$ cat config.mk
export PLATFORM = sky130hd
export DESIGN_NAME = spr_timing_ctrl
export DESIGN_NICKNAME = d
export VERILOG_FILES = /design/src/rtl/spr_pkg.sv /design/src/rtl/spr_edge_det.sv /design/src/rtl/spr_timing_ctrl.sv
export SDC_FILE = /design/constraint.sdc
export NUM_CORES = 1
export LEC_CHECK = 0
export ABC_CLOCK_PERIOD_IN_PS = 5200
export CORE_MARGIN = 5
export CORE_UTILIZATION = 59
export CTS_CLUSTER_DIAMETER = 30
export CTS_CLUSTER_SIZE = 12
export DETAILED_ROUTE_END_ITERATION = 7
export GPL_TIMING_DRIVEN = 0
export PLACE_DENSITY = 0.89
export SYNTH_ARGS = -nofsm -noshare
export SYNTH_HDL_FRONTEND = slang
export SYNTH_SLANG_ARGS = --single-unit
$ cat constraint.sdc
create_clock -name clk -period 5.2 [get_ports clk]
set_input_delay 1.04 -clock clk [delete_from_list [all_inputs] [get_ports clk]]
set_output_delay 1.04 -clock clk [all_outputs]
set_load 0.02 [all_outputs]
$ cat src/rtl/spr_pkg.sv
// Shared definitions for the SPR timing controller.
//   SPR_CNT_W   : default width of the pixel-pair and line counters
//   spr_state_e : line-timing FSM states
package spr_pkg;

  localparam int unsigned SPR_CNT_W = 12;

  typedef enum logic [1:0] {
    ST_IDLE   = 2'd0,
    ST_VBLANK = 2'd1,
    ST_LINE   = 2'd2,
    ST_HBLANK = 2'd3
  } spr_state_e;

endpackage : spr_pkg

$ cat src/rtl/spr_edge_det.sv
// Rise/fall detector built on a registered copy of the input.
// Ports:
//   clk, rst   : clock, asynchronous active-high reset (history flop clears to 0)
//   sig_i      : input level
//   rise_c_o   : high in the cycle sig_i is 1 and was 0 last cycle
//   fall_c_o   : high in the cycle sig_i is 0 and was 1 last cycle
module spr_edge_det (
  input  logic clk,
  input  logic rst,
  input  logic sig_i,
  output logic rise_c_o,
  output logic fall_c_o
);

  logic sig_q;

  // History flop: previous-cycle level of the input.
  always_ff @(posedge clk or posedge rst) begin
    if (rst) begin
      sig_q <= 1'b0;
    end else begin
      sig_q <= sig_i;
    end
  end

  assign rise_c_o = sig_i & ~sig_q;
  assign fall_c_o = ~sig_i & sig_q;

endmodule : spr_edge_det

$ cat src/rtl/spr_timing_ctrl.sv
// Line/frame timing controller for spr_core: tracks i_vs/i_de to produce the
// core enable, first-pixel strobe, line parity and pair/line counters, checks
// every line against the length of line 0, and applies configuration updates
// through shadow registers that only load on a vertical sync rising edge.
// Ports:
//   clk, rst             : clock, asynchronous active-high reset
//   i_hs, i_vs, i_de     : video syncs and data enable (one pixel pair per cycle)
//   cfg_sep, cfg_bypass  : requested configuration
//   cfg_wr_req / _ack    : level request, one-cycle ack when the shadows load
//   en                   : core enable
//   spr_seperate_case    : shadowed cfg_sep
//   is_first_pixel       : first enabled pair of a line
//   odd_even_flag        : line parity, 0 on line 0
//   h_cnt, v_cnt         : pair index within line, line index within frame
//   line_len_err         : sticky line-length mismatch, cleared by i_vs rise
module spr_timing_ctrl
  import spr_pkg::*;
#(
  parameter int unsigned CNT_W = SPR_CNT_W
) (
  input  logic             clk,
  input  logic             rst,
  input  logic             i_hs,
  input  logic             i_vs,
  input  logic             i_de,
  input  logic             cfg_sep,
  input  logic             cfg_bypass,
  input  logic             cfg_wr_req,
  output logic             cfg_wr_ack,
  output logic             en,
  output logic             spr_seperate_case,
  output logic             is_first_pixel,
  output logic             odd_even_flag,
  output logic [CNT_W-1:0] h_cnt,
  output logic [CNT_W-1:0] v_cnt,
  output logic             line_len_err
);

  // One extra bit so a saturated line (h_cnt all ones) still measures correctly.
  localparam int unsigned     LEN_W   = CNT_W + 1;
  localparam logic [CNT_W-1:0] CNT_MAX = '1;

  spr_state_e       state_q;
  logic [CNT_W-1:0] h_cnt_q;
  logic [CNT_W-1:0] v_cnt_q;
  logic [LEN_W-1:0] ref_len_q;
  logic             en_q;
  logic             first_q;
  logic             odd_q;
  logic             err_q;
  logic             sep_q;
  logic             byp_q;
  logic             ack_q;

  logic [CNT_W-1:0] h_cnt_d;
  logic [CNT_W-1:0] v_cnt_d;
  logic [LEN_W-1:0] line_len_d;

  logic vs_rise;
  logic vs_fall_unused;
  logic de_rise;
  logic de_fall;

  // i_hs is only an alignment reference; i_de qualifies lines, so nothing here consumes it.
  logic hs_unused;
  assign hs_unused = i_hs;

  spr_edge_det u_vs_edge (
    .clk      (clk),
    .rst      (rst),
    .sig_i    (i_vs),
    .rise_c_o (vs_rise),
    .fall_c_o (vs_fall_unused)
  );

  spr_edge_det u_de_edge (
    .clk      (clk),
    .rst      (rst),
    .sig_i    (i_de),
    .rise_c_o (de_rise),
    .fall_c_o (de_fall)
  );

  // Saturating counter increments and the length of the line now ending.
  always_comb begin
    h_cnt_d    = (h_cnt_q == CNT_MAX) ? h_cnt_q : h_cnt_q + CNT_W'(1);
    v_cnt_d    = (v_cnt_q == CNT_MAX) ? v_cnt_q : v_cnt_q + CNT_W'(1);
    line_len_d = LEN_W'(h_cnt_q) + LEN_W'(1);
  end

  // Timing FSM with registered outputs, shadow config and length check.
  always_ff @(posedge clk or posedge rst) begin
    if (rst) begin
      state_q   <= ST_IDLE;
      h_cnt_q   <= '0;
      v_cnt_q   <= '0;
      ref_len_q <= '0;
      en_q      <= 1'b0;
      first_q   <= 1'b0;
      odd_q     <= 1'b0;
      err_q     <= 1'b0;
      sep_q     <= 1'b0;
      byp_q     <= 1'b0;
      ack_q     <= 1'b0;
    end else begin
      ack_q   <= 1'b0;
      first_q <= 1'b0;

      // Shadows load only on a vsync edge, including a request raised in that same cycle.
      if (vs_rise && cfg_wr_req) begin
        sep_q <= cfg_sep;
        byp_q <= cfg_bypass;
        ack_q <= 1'b1;
      end

      if (vs_rise) begin
        // New frame; a line in flight is dropped without counting or checking it.
        state_q <= ST_VBLANK;
        en_q    <= 1'b0;
        v_cnt_q <= '0;
        odd_q   <= 1'b0;
        err_q   <= 1'b0;
      end else begin
        unique case (state_q)
          ST_IDLE: begin
            // Wait for the first vsync; data enable is ignored here.
          end
          ST_VBLANK, ST_HBLANK: begin
            if (de_rise) begin
              state_q <= ST_LINE;
              h_cnt_q <= '0;
              en_q    <= ~byp_q;
              first_q <= ~byp_q;
            end
          end
          ST_LINE: begin
            if (de_fall) begin
              state_q <= ST_HBLANK;
              en_q    <= 1'b0;
              v_cnt_q <= v_cnt_d;
              odd_q   <= ~odd_q;
              // Line 0 sets the reference; every later line must match it.
              if (v_cnt_q == '0) begin
                ref_len_q <= line_len_d;
              end else if (line_len_d != ref_len_q) begin
                err_q <= 1'b1;
              end
            end else begin
              h_cnt_q <= h_cnt_d;
            end
          end
          default: state_q <= ST_IDLE;
        endcase
      end
    end
  end

  assign cfg_wr_ack        = ack_q;
  assign en                = en_q;
  assign spr_seperate_case = sep_q;
  assign is_first_pixel    = first_q;
  assign odd_even_flag     = odd_q;
  assign h_cnt             = h_cnt_q;
  assign v_cnt             = v_cnt_q;
  assign line_len_err      = err_q;

endmodule : spr_timing_ctrl

==> impl_table.tex <==
\begin{tabular}{lr}
\hline
Metric & Value \\
\hline
\multicolumn{2}{l}{\textbf{Setup path}} \\
Crit path DAT & 2930 ps \\
Type of element capturing the critical path & register \\
Critical path type & in -> reg \\
Launch point of the critical path & i\_de \\
Flop2flop setup slack & 2730 ps \\
Source of the worst register-to-register timing path & h\_cnt[0] \\
Maximum fanout encountered on the critical timing path & 10 \\
Number of cells on the worst reg-to-reg path & 8 \\
End of the worst register-to-register path & h\_cnt[11] \\
Data required time of the worst path & 5390 ps \\
Launching element type of the critical path & input pin \\
\multicolumn{2}{l}{\textbf{Worst hold path}} \\
Worst Hold Endpoint & is\_first\_pixel \\
Launch point of the worst hold path & byp\_q \\
Worst hold path class & reg -> reg \\
Hold depth & 1 \\
\multicolumn{2}{l}{\textbf{Layout}} \\
Share of post-route cells with drive strength above 1 & 0.1331 \\
Most common cell after layout, fill and taps aside & sky130\_fd\_sc\_hd\_\_dfrtp\_1 \\
Fin nets & 348 \\
N\_diodes & 0 \\
Leading cell types in the layout, fill and taps excluded & sky130\_fd\_sc\_hd\_\_dfrtp\_1 (48), sky130\_fd\_sc\_hd\_\_clkdlybuf4s50\_1 (36), sky130\_fd\_sc\_hd\_\_nor2\_1 (33), sky130\_fd\_sc\_hd\_\_nand2\_1 (29), sky130\_fd\_sc\_hd\_\_o21ai\_0 (19) \\
Count of filler cells inserted in the layout & 345 \\
Multi-input gate area in the final layout & 0.001445 mm\^{}2 \\
Area grow syn2layout & 20.02\% \\
Final std cell area, no fill & about 0.0034 mm\^{}2 \\
Area of all sequential standard cells & 0.001201 mm\^{}2 \\
\multicolumn{2}{l}{\textbf{Route}} \\
Number of DRC markers after the initial detailed-route iteration & between 200 and 250 \\
Wire per inst & 16.15 um \\
Number of detailed-route iterations in the first pass & 5 \\
Via count & between 2000 and 2500 \\
Total Wirelength & 6.332 mm \\
Via density per instance & 5.913 \\
Antenna Violating Nets Remaining & 0 \\
Drc violations & 0 \\
\multicolumn{2}{l}{\textbf{Place}} \\
Placed Instance Area & between 0.003 and 0.004 mm\^{}2 \\
HPWL reported at the end of detailed placement & 4.645 mm \\
Quantity of I/O buffers inserted on ports & 36 \\
Routability Congestion & 0.9008 \\
\multicolumn{2}{l}{\textbf{Clocking}} \\
CTS Hold Buffers Added & 0 \\
Clock latency reported for the late side of the worst-skew pair & slightly above 300 ps \\
Buffer levels on the longest clock path & 2 \\
TritonCTS clock tree & yes \\
Buffer cell driving the clock tree root & sky130\_fd\_sc\_hd\_\_clkbuf\_8 \\
Sinks on the clock net & 48 \\
Post-cts gate resize count & 0 \\
TritonCTS Buffers & 5 \\
Post-CTS setup-driven buffer insertion count & 0 \\
Clock input transition at the sequential cells of the worst setup and hold paths & 90 ps \\
H-tree lvl count & 2 \\
\multicolumn{2}{l}{\textbf{GRT}} \\
Total GRT Usage & 0.2250 \\
Number of antenna violations at the first check in global routing & 0 \\
Vias in the first global route & 2364 \\
Maximum number of pins on one net before global-route repair & 34 \\
First-pass GRT wire length & 11.02 mm \\
Aggregate global routing overflow & 0 \\
\multicolumn{2}{l}{\textbf{Timing}} \\
Hold Fails Final Rpt & 0 \\
Final period util & 0.5267 \\
Worst clock skew & 5.631 ps \\
Max-slew violation count & 0 \\
Slew at the pin closest to its max-slew limit & 444.9 ps \\
Time the worst path needs with I/O delays and setup & 2739 ps \\
Setup repair after global routing missed its margin & false \\
Final setup violating endpoints & 0 \\
Post-Route Setup TNS & 0 ps \\
Highest clock frequency the design can meet & approximately 370 MHz \\
Normalized max-slew margin & 0.6996 \\
\multicolumn{2}{l}{\textbf{Floorplan}} \\
Initial core utilization & 0.5995 \\
Area of the core & $\sim$0.0047 mm\^{}2 \\
Number of standard-cell rows in the floorplan & 25 \\
Die Height & a little under 80 um \\
Full die area & 0.006212 mm\^{}2 \\
Die boundary width & 78.82 um \\
I/O pins & 38 \\
\multicolumn{2}{l}{\textbf{Run status}} \\
Run status & finished clean \\
\multicolumn{2}{l}{\textbf{Yosys}} \\
Synth Register Bits & 48 \\
Top cells by area in the synthesized netlist & sky130\_fd\_sc\_hd\_\_dfrtp\_1 (43\%), sky130\_fd\_sc\_hd\_\_xnor2\_1 (5.0\%), sky130\_fd\_sc\_hd\_\_nor2\_1 (4.4\%), sky130\_fd\_sc\_hd\_\_nand2\_1 (3.9\%), sky130\_fd\_sc\_hd\_\_o21ai\_0 (3.4\%) \\
Mean cell area of the mapped netlist & 9.536 um\^{}2 \\
Yosys warns & 0 \\
Post-synthesis net count & 304 \\
Synthesized cell area & 0.002794 mm\^{}2 \\
Count of flip-flops with a built-in enable after synthesis & 0 \\
Yosys top cell by area & sky130\_fd\_sc\_hd\_\_dfrtp\_1 \\
Sequential area share after synthesis & 0.4299 \\
Predominant post-synthesis flop cell & sky130\_fd\_sc\_hd\_\_dfrtp\_1 \\
Number of unique standard cell types used by synthesis & 54 \\
Portion of synthesized cell area occupied by the leading cell type & 0.4299 \\
Async set-reset flop share out of synthesis & 1.000 \\
Post-Syn Instances & 293 \\
\multicolumn{2}{l}{\textbf{Pwr}} \\
Portion of total power attributed to sequential cells & 0.484 \\
Clock power frac & 0.278 \\
Power dissipated by switching net loads & roughly 0.3 mW \\
Part of the total power dissipated in combinational logic & 0.238 \\
Sw Share & 0.3062 \\
Total power density per cell area & roughly 290 mW/mm\^{}2 \\
P\_int & 0.6828 mW \\
Leakage power & 1.465 nW \\
Peak ir drop on the vdd network & 0.0001739 V \\
\multicolumn{2}{l}{\textbf{Run}} \\
Max-cap violation count & 0 \\
\hline
\end{tabular}
==> registers in the layout, indices dropped and copies added, names as in the netlist <==
register,cells
h_cnt,12
cfg_wr_ack,1
v_cnt,12
spr_seperate_case,1
byp_q,1
ref_len_q,13
u_vs_edge.sig_q,1
u_de_edge.sig_q,1
state_q,2
line_len_err,1
odd_even_flag,1
en,1
is_first_pixel,1
==> through the flow <==
step                cells  worst slack, ps    util  hold slack [ps]  power (mW)
floorplan             293             3016       -            426.9      0.6422
global placement      383             2099  0.6913            452.4      0.7045
detailed placement    384             2166  0.6956            458.1      0.7159
CTS                   392             2482  0.7195            472.8      0.9867
global route          392             2307  0.7195            525.6       1.040
finish                392             2461  0.7195            475.9      0.9842
==> power by group through the flow <==
stage / Sequential [mW] / Combinational (mW) / Clock [mW]
floorplan: 0.483 / 0.160 / 0
global placement: 0.479 / 0.225 / 0
detailed placement: 0.483 / 0.233 / 0
CTS: 0.476 / 0.235 / 0.276
global route: 0.485 / 0.261 / 0.293
finish: 0.476 / 0.234 / 0.274
==> critical path, cell delays in order <==
cell                              delay, ps
sky130_fd_sc_hd__clkdlybuf4s50_1        510
sky130_fd_sc_hd__nor2b_1                340
sky130_fd_sc_hd__nand2_1                150
sky130_fd_sc_hd__o31ai_1                130
sky130_fd_sc_hd__nand2_1                220
sky130_fd_sc_hd__buf_4                  230
sky130_fd_sc_hd__o21ai_0                190
sky130_fd_sc_hd__o31ai_1                110
==> synthesized netlist by cell type (2+ instances only) <==
library cell               instances
sky130_fd_sc_hd__and2_1            2
sky130_fd_sc_hd__xnor2_1          16
sky130_fd_sc_hd__o41ai_1           6
sky130_fd_sc_hd__buf_4             6
sky130_fd_sc_hd__mux2_4            5
sky130_fd_sc_hd__and3_2            2
sky130_fd_sc_hd__dfrtp_1          48
sky130_fd_sc_hd__ha_1              3
sky130_fd_sc_hd__xor2_1           10
sky130_fd_sc_hd__o21ai_0          19
sky130_fd_sc_hd__nand3_1          11
sky130_fd_sc_hd__nor2_1           33
sky130_fd_sc_hd__nand4_2           2
sky130_fd_sc_hd__or3_1             4
sky130_fd_sc_hd__a21oi_1          16
sky130_fd_sc_hd__nand2_1          29
sky130_fd_sc_hd__and3_1            4
sky130_fd_sc_hd__nand4_1           4
sky130_fd_sc_hd__and4_1            2
sky130_fd_sc_hd__o31ai_1           5
sky130_fd_sc_hd__clkbuf_1          3
sky130_fd_sc_hd__nand3_2           2
sky130_fd_sc_hd__nor4_1            4
sky130_fd_sc_hd__a21o_1            2
sky130_fd_sc_hd__nor2b_1           8
sky130_fd_sc_hd__nand2b_1          3
sky130_fd_sc_hd__inv_1             8
sky130_fd_sc_hd__mux2_2            2
sky130_fd_sc_hd__buf_2             5
sky130_fd_sc_hd__nor3_1            2
sky130_fd_sc_hd__mux2i_1           4
==> how the worst max path moves through the flow <==
stage,end,slack [ps]
detailed placement,h_cnt[4],2170
floorplan,byp_q,3020
global route,h_cnt[6],2310
global placement,ref_len_q[10],2100
CTS,h_cnt[4],2480
finish,h_cnt[4],2460
==> layout make-up <==
type                       instances  area share
clock buffer                       5     0.02052
buffer                            17     0.03507
inverter                           8    0.008955
tap                               54     0.02015
multi-input combinational        220      0.4310
timing repair buffer              37      0.1134
sequential                        48      0.3582
clock inverter                     3     0.01269
==> logic make-up (layout without fill, tap and decap cells) <==
kind of cell,Yosys count,after routing,synth area share
and+or+nand+nor,119,119,0.2306
muxes,11,11,0.04926
AOI/OAI and AO/OA,61,61,0.1424
DFF,48,48,0.4299
xor gates and xnor gates,26,26,0.08150
buffers and inverters,25,70,0.05284
adders and majority gates,3,3,0.01344
==> metal layers <==
| layer | track usage | share of wire | vias up |
|---|---|---|---|
| li1 | - | - | 1119 |
| met1 | 0.2820 | 0.43 | 1104 |
| met2 | 0.3820 | 0.49 | 79 |
| met3 | 0.04308 | 0.048 | 16 |
| met4 | 0.09278 | 0.024 | 0 |
| met5 | 0 | 0 | - |
Power figures use the tool's default switching activity.
